## config.mk

```make
export PLATFORM = sky130hd
export DESIGN_NAME = mem_access_unit
export DESIGN_NICKNAME = d
export VERILOG_FILES = /design/src/rtl/mem_access_unit.sv
export SDC_FILE = /design/constraint.sdc
export NUM_CORES = 1
export LEC_CHECK = 0
export ABC_AREA = 0
export BUFFER_PORTS_ARGS = -buffer_cell sky130_fd_sc_hd__buf_2
export CAP_MARGIN = 15
export CORE_MARGIN = 10
export CORE_UTILIZATION = 41
export CTS_CLUSTER_SIZE = 25
export DETAILED_ROUTE_END_ITERATION = 10
export PLACE_DENSITY_LB_ADDON = 0.3
export SYNTH_ARGS = -nofsm -noshare
export SYNTH_HDL_FRONTEND = slang
export SYNTH_SLANG_ARGS = --single-unit
```

## constraint.sdc

```tcl
create_clock -name clk -period 2.9 [get_ports clk]
set_input_delay 0.58 -clock clk [delete_from_list [all_inputs] [get_ports clk]]
set_output_delay 0.58 -clock clk [all_outputs]
set_load 0.02 [all_outputs]
```

## src/rtl/mem_access_unit.sv

```systemverilog
// RV32 memory-access stage with MEM/WB register: drives a req/gnt/rvalid data bus,
// stalls EX/MEM for the duration of each access, aligns lanes and reports misalign/timeout.
module mem_access_unit #(
   parameter int ADDR_W  = 12,
   parameter int TIMEOUT = 16
) (
   input  logic              clk,
   input  logic              rst,
   input  logic              ex_valid_i,
   input  logic [4:0]        wd_i,
   input  logic              wreg_i,
   input  logic [31:0]       wdata_i,
   input  logic [1:0]        rw_i,
   input  logic [2:0]        funct3_i,
   input  logic [ADDR_W-1:0] addr_i,
   input  logic [31:0]       sdata_i,
   output logic              stall_o,
   output logic              bus_req_o,
   output logic              bus_we_o,
   output logic [ADDR_W-1:0] bus_addr_o,
   output logic [3:0]        bus_sel_o,
   output logic [31:0]       bus_wdata_o,
   input  logic              bus_gnt_i,
   input  logic              bus_rvalid_i,
   input  logic [31:0]       bus_rdata_i,
   output logic              wb_valid_o,
   output logic [4:0]        wd_o,
   output logic              wreg_o,
   output logic [31:0]       wdata_o,
   output logic              misalign_o,
   output logic              fault_o
);

   typedef enum logic [1:0] {S_IDLE, S_REQ, S_WAIT} state_e;

   localparam int CNT_W = (TIMEOUT > 1) ? $clog2(TIMEOUT) : 1;

   state_e             state_q, state_d;
   logic [CNT_W-1:0]   cnt_q, cnt_d;

   logic               ld_q;
   logic [2:0]         f3_q;
   logic [1:0]         off_q;
   logic [4:0]         wd_l_q;
   logic               wreg_l_q;

   logic               is_st, is_ld, is_mem, misal, accept;
   logic               tmo_hit, done_st, gnt_ld, done_ld, tmo;
   logic [3:0]         sel_in;
   logic [31:0]        wdat_in;
   logic [7:0]         rbyte;
   logic [15:0]        rhalf;
   logic [31:0]        ld_val;

   // Request decode; funct3[1:0]=11 is handled as a word access.
   always_comb begin
      is_st  = (rw_i == 2'b01);
      is_ld  = (rw_i == 2'b10);
      is_mem = ex_valid_i & (is_st | is_ld);
      misal  = ((funct3_i[1:0] == 2'b01) & addr_i[0]) |
               (funct3_i[1] & (addr_i[1:0] != 2'b00));
      accept = (state_q == S_IDLE) & is_mem & ~misal;
      case (funct3_i[1:0])
         2'b00:   begin sel_in = 4'b0001 << addr_i[1:0]; wdat_in = {4{sdata_i[7:0]}};  end
         2'b01:   begin sel_in = 4'b0011 << addr_i[1:0]; wdat_in = {2{sdata_i[15:0]}}; end
         default: begin sel_in = 4'b1111;                wdat_in = sdata_i;            end
      endcase
   end

   always_comb begin
      tmo_hit = (TIMEOUT != 0) && (cnt_q == CNT_W'(TIMEOUT - 1));
      done_st = (state_q == S_REQ) & bus_gnt_i & ~ld_q;
      gnt_ld  = (state_q == S_REQ) & bus_gnt_i & ld_q;
      done_ld = (state_q == S_WAIT) & bus_rvalid_i;
      // A completing store/load beats the timeout; a load grant is not a completion.
      tmo     = (state_q != S_IDLE) & tmo_hit & ~(done_st | done_ld);
   end

   always_comb begin
      rbyte = bus_rdata_i[{off_q, 3'b000} +: 8];
      rhalf = bus_rdata_i[{off_q[1], 4'b0000} +: 16];
      case (f3_q)
         3'b000:  ld_val = {{24{rbyte[7]}}, rbyte};
         3'b100:  ld_val = {24'b0, rbyte};
         3'b001:  ld_val = {{16{rhalf[15]}}, rhalf};
         3'b101:  ld_val = {16'b0, rhalf};
         default: ld_val = bus_rdata_i;
      endcase
   end

   always_ff @(posedge clk) begin
      if (rst) begin
         state_q <= S_IDLE;
         cnt_q   <= '0;
      end else begin
         state_q <= state_d;
         cnt_q   <= cnt_d;
      end
   end

   always_comb begin
      state_d = state_q;
      case (state_q)
         S_IDLE: if (accept) state_d = S_REQ;
         S_REQ: begin
            if (tmo || done_st) state_d = S_IDLE;
            else if (gnt_ld)    state_d = S_WAIT;
         end
         S_WAIT: if (tmo || done_ld) state_d = S_IDLE;
         default: state_d = S_IDLE;
      endcase
      cnt_d = (state_q == S_IDLE) ? '0 : cnt_q + 1'b1;
   end

   always_comb begin
      stall_o = 1'b0;
      case (state_q)
         S_IDLE:  stall_o = accept;
         S_REQ:   stall_o = ~(done_st | tmo);
         S_WAIT:  stall_o = ~(done_ld | tmo);
         default: stall_o = 1'b0;
      endcase
   end

   // Bus request registers and access context latched at acceptance.
   always_ff @(posedge clk) begin
      if (rst) begin
         bus_req_o   <= 1'b0;
         bus_we_o    <= 1'b0;
         bus_addr_o  <= '0;
         bus_sel_o   <= '0;
         bus_wdata_o <= '0;
         ld_q        <= 1'b0;
         f3_q        <= '0;
         off_q       <= '0;
         wd_l_q      <= '0;
         wreg_l_q    <= 1'b0;
      end else if (accept) begin
         bus_req_o   <= 1'b1;
         bus_we_o    <= is_st;
         bus_addr_o  <= {addr_i[ADDR_W-1:2], 2'b00};
         bus_sel_o   <= sel_in;
         bus_wdata_o <= wdat_in;
         ld_q        <= is_ld;
         f3_q        <= funct3_i;
         off_q       <= addr_i[1:0];
         wd_l_q      <= wd_i;
         wreg_l_q    <= wreg_i;
      end else if (state_q == S_REQ && (bus_gnt_i || tmo)) begin
         bus_req_o   <= 1'b0;
      end
   end

   // MEM/WB register.
   always_ff @(posedge clk) begin
      if (rst) begin
         wb_valid_o <= 1'b0;
         wd_o       <= '0;
         wreg_o     <= 1'b0;
         wdata_o    <= '0;
         misalign_o <= 1'b0;
         fault_o    <= 1'b0;
      end else begin
         misalign_o <= 1'b0;
         fault_o    <= 1'b0;
         if (state_q == S_IDLE) begin
            if (is_mem && misal) begin
               wb_valid_o <= 1'b1;
               wd_o       <= wd_i;
               wreg_o     <= 1'b0;
               wdata_o    <= wdata_i;
               misalign_o <= 1'b1;
            end else if (accept) begin
               wb_valid_o <= 1'b0;
               wreg_o     <= 1'b0;
            end else begin
               wb_valid_o <= ex_valid_i;
               wd_o       <= wd_i;
               wreg_o     <= wreg_i & ex_valid_i;
               wdata_o    <= wdata_i;
            end
         end else if (tmo) begin
            wb_valid_o <= 1'b1;
            wd_o       <= wd_l_q;
            wreg_o     <= 1'b0;
            wdata_o    <= '0;
            fault_o    <= 1'b1;
         end else if (done_st) begin
            wb_valid_o <= 1'b1;
            wd_o       <= wd_l_q;
            wreg_o     <= 1'b0;
            wdata_o    <= '0;
         end else if (done_ld) begin
            wb_valid_o <= 1'b1;
            wd_o       <= wd_l_q;
            wreg_o     <= wreg_l_q;
            wdata_o    <= ld_val;
         end else begin
            wb_valid_o <= 1'b0;
            wreg_o     <= 1'b0;
         end
      end
   end

endmodule

```

==> metrics.log <==
[metrics] placed cell count: roughly 1000
[metrics] core area: around 0.013 mm^2
[metrics] maximum buffer depth of the clock tree: 2
[metrics] H-Tree Depth: 3
[metrics] number of distinct library cells after synthesis: between 40 and 50
[metrics] CTS Hold Bufs: 0
[metrics] sort of element at the end of the critical path: output port
[metrics] RSZ-0062 raised after global routing: no
[metrics] sequential-to-total area share from yosys stat: about two fifths
[metrics] largest net degree at the start of global routing: 50
[metrics] insertion delay to the later sink of the worst-skew pair: 0.36 ns
[metrics] Final Hold Viols: 0
[metrics] Combinational Power Share: around 20%
[metrics] total power density per cell area: 547 mW/mm^2
[metrics] per-cell routed wire length: between 15 and 20 um
[metrics] library cell used as clock root buffer: sky130_fd_sc_hd__clkbuf_16
[metrics] router iterations before antenna repair: 4
[metrics] Setup violations, final: 0
[metrics] worst clock skew: about 0.0085 ns
[metrics] most frequent cells after synthesis: sky130_fd_sc_hd__dfxtp_1 (107), sky130_fd_sc_hd__nand2_1 (97), sky130_fd_sc_hd__nor2_1 (68)
[metrics] cell with the most instances after synthesis: sky130_fd_sc_hd__dfxtp_1
[metrics] net count reported at finish: 943
[metrics] number of synthesized flops with an enable pin: 0
[metrics] fmax: 0.368 GHz
[metrics] fillcell total: around 1200
[metrics] sinks on the clock net: 107
[metrics] proportion of power drawn by the clock network: approximately 36%
[metrics] register bit count reported by yosys: 107
[metrics] slew at the pin closest to its max-slew limit: 1.11 ns
[metrics] pre-CTS WS: 0.185 ns
[metrics] arrival time of the worst setup path: about 2.1 ns
[metrics] Switching Power: 1.11 mW
[metrics] count of buffers added by post-CTS timing repair for setup: 0
[metrics] first-pass GRT wire length: roughly 29000 um
[metrics] Critical Path Start Type: primary input
[metrics] die outline area: 0.0177 mm^2
[metrics] total negative setup slack: 0 ns
[metrics] filler-free cell count of the finished design: 994
[metrics] final period utilization: 93.7%
[metrics] DR iter-0 viols: roughly 420
[metrics] post-route DRC violation count: 0
[metrics] total via count after detailed routing: approximately 5400
[metrics] share of the synthesized area in the top cell type: 41.0%
[metrics] post-synthesis cell area: 0.00523 mm^2
[metrics] total cell area at the placement stage: ~0.0064 mm^2
[metrics] sequential group share of total power: 44.0%
[metrics] clock input transition at the sequential cells of the worst setup and hold paths: 0.08 ns
[metrics] final design utilization: 53.3%
[metrics] max_cap viols: 0
[metrics] critical-path maximum fanout: 7
[metrics] vias in the first global route: 5274
[metrics] result of the run: completed
[metrics] worst hold path class: in2reg
[metrics] signed area change from the synthesized netlist to the final layout: 28.2%
[metrics] CTS tree: built
[metrics] I/O pin cnt: 216
[metrics] Inserted Clock Buffers: 9
[metrics] shortest clock period the worst path allows after layout: 2.72 ns
[metrics] initial core utilization: ~42%
[metrics] Min Hold Slack: 0.449 ns
[metrics] global router's overall resource usage: 19.8%
[metrics] I/O Buffers: 213
[metrics] worst path required time: between 2 and 2.5 ns
[metrics] predominant post-synthesis flop cell: sky130_fd_sc_hd__dfxtp_1
[metrics] library cell occupying the most area in the post-synthesis netlist: sky130_fd_sc_hd__dfxtp_1
[metrics] die height: 133 um
[metrics] average size of a mapped cell: 8.26 um^2
[metrics] fraction of registers with async set or reset after synthesis: 0%
[metrics] Overall Power: around 3.7 mW
[metrics] internal power of the cells: 2.55 mW
[metrics] Leak Pwr: roughly 3.0 nW
[metrics] number of gates resized after cts: 0
[metrics] gate count of the mapped netlist: 633
[metrics] share of final-layout standard cells stronger than drive strength 1: 33.7%
[metrics] antenna violations before repair: 1
[metrics] max-slew violation count: 0
[metrics] gpl congestion: 0.857
[metrics] Max-slew headroom: between 20 and 30%
[metrics] overall routed net length: 18200 um
[metrics] ranking of synthesized cells by area: sky130_fd_sc_hd__dfxtp_1 (41%), sky130_fd_sc_hd__nand2_1 (7.0%), sky130_fd_sc_hd__a21oi_1 (5.6%), sky130_fd_sc_hd__nor2_1 (4.9%), sky130_fd_sc_hd__a211oi_2 (4.1%)
[metrics] Max VDD drop: 0.617 mV
[metrics] via-per-instance ratio: ~5.4
[metrics] Switching Share: a little under a third
[metrics] category of the most critical setup path: in2out
[metrics] Design Area, Final: 0.00670 mm^2
[metrics] Ys Warns: 0
[metrics] standard-cell row count: 41
[metrics] gr ovfl total: 0
[metrics] DP Wirelength: 13600 um
[metrics] ANT nets after route: 0
[metrics] post-route worst setup slack: 0.183 ns
[metrics] die span in x: 133 um
==> area by class of cell <==
class	instances	area [um^2]	share of cell area, %
well taps	172	215	3.21
inverters	12	45.0	0.673
multi-input cells	454	2740	40.9
clock inverters	6	78.8	1.18
flip-flops and latches	107	2140	32.0
diodes	1	2.50	0.0374
repair buffers	232	1240	18.5
clock buffers	10	239	3.57
==> logic make-up (layout without fill, tap and decap cells) <==
kind of cell	Yosys count	in the layout	synth area share [%]
other	1	3	0.0718
AO/OA/AOI/OAI	208	208	29.7
flip-flops	107	107	41.0
AND/OR/NAND/NOR	226	226	18.9
adder cells (fa/ha/maj)	3	3	0.718
XOR/XNOR	2	2	0.335
buffers and inverters	73	260	6.75
multiplexers	13	13	2.56
==> state kept, by name (all words and copies together) (netlist names), 2 cells and up <==
signal	flops
cnt_q	4
wdata_o	32
f3_q	3
wd_o	5
wd_l_q	5
bus_sel_o	4
state_q	2
bus_wdata_o	32
bus_addr_o	10
off_q	2
==> worst max-delay path, stage by stage <==
cell and delay (ns):
sky130_fd_sc_hd__buf_2 0.09, sky130_fd_sc_hd__inv_1 0.04, sky130_fd_sc_hd__ha_1 0.32, sky130_fd_sc_hd__or4b_4 0.56, sky130_fd_sc_hd__o21bai_4 0.24, sky130_fd_sc_hd__o21ai_0 0.10, sky130_fd_sc_hd__buf_2 0.20
==> cell usage in the layout, fill, tap and decap left out, types with 9 or more instances in the layout <==
cell and count:
sky130_fd_sc_hd__nor3_1 32, sky130_fd_sc_hd__a21oi_1 58, sky130_fd_sc_hd__a221oi_1 23, sky130_fd_sc_hd__dfxtp_1 107, sky130_fd_sc_hd__nand2_1 97, sky130_fd_sc_hd__buf_2 212
sky130_fd_sc_hd__a211oi_2 17, sky130_fd_sc_hd__a311oi_1 14, sky130_fd_sc_hd__nor2_1 67, sky130_fd_sc_hd__mux2i_1 10, sky130_fd_sc_hd__o21ai_0 13, sky130_fd_sc_hd__buf_4 18
sky130_fd_sc_hd__inv_1 12, sky130_fd_sc_hd__clkbuf_16 9, sky130_fd_sc_hd__a21o_1 25, sky130_fd_sc_hd__nor2b_1 10
==> power by group through the flow <==
stage / registers [mW] / clock network [mW] / logic (mW)
floorplan: 1.75 / 0 / 0.355
global placement: 1.64 / 0 / 0.729
detailed placement: 1.64 / 0 / 0.735
CTS: 1.61 / 1.36 / 0.736
global route: 1.62 / 1.40 / 0.800
finish: 1.61 / 1.32 / 0.730
==> layer usage <==
| layer | vias up | share of wire [%] | track usage [%] |
|---|---|---|---|
| met5 | - | 0.072 | 0 |
| met3 | 19 | 12 | 10.3 |
| met4 | 2 | 1.4 | 4.77 |
| met1 | 2491 | 42 | 23.5 |
| li1 | 2639 | - | - |
| met2 | 237 | 45 | 30.8 |
==> final timing paths <==
check	from	slack, ns	to	depth (start not counted)
setup / recovery	rw_i[0]	0.18	stall_o	7
hold / removal	addr_i[6]	0.45	bus_addr_o[6]	3
setup reg to reg	cnt_q[0]	0.42	wdata_o[25]	6
hold reg to reg	bus_wdata_o[16]	0.45	bus_wdata_o[16]	2
(Power assumes the default switching activity.)
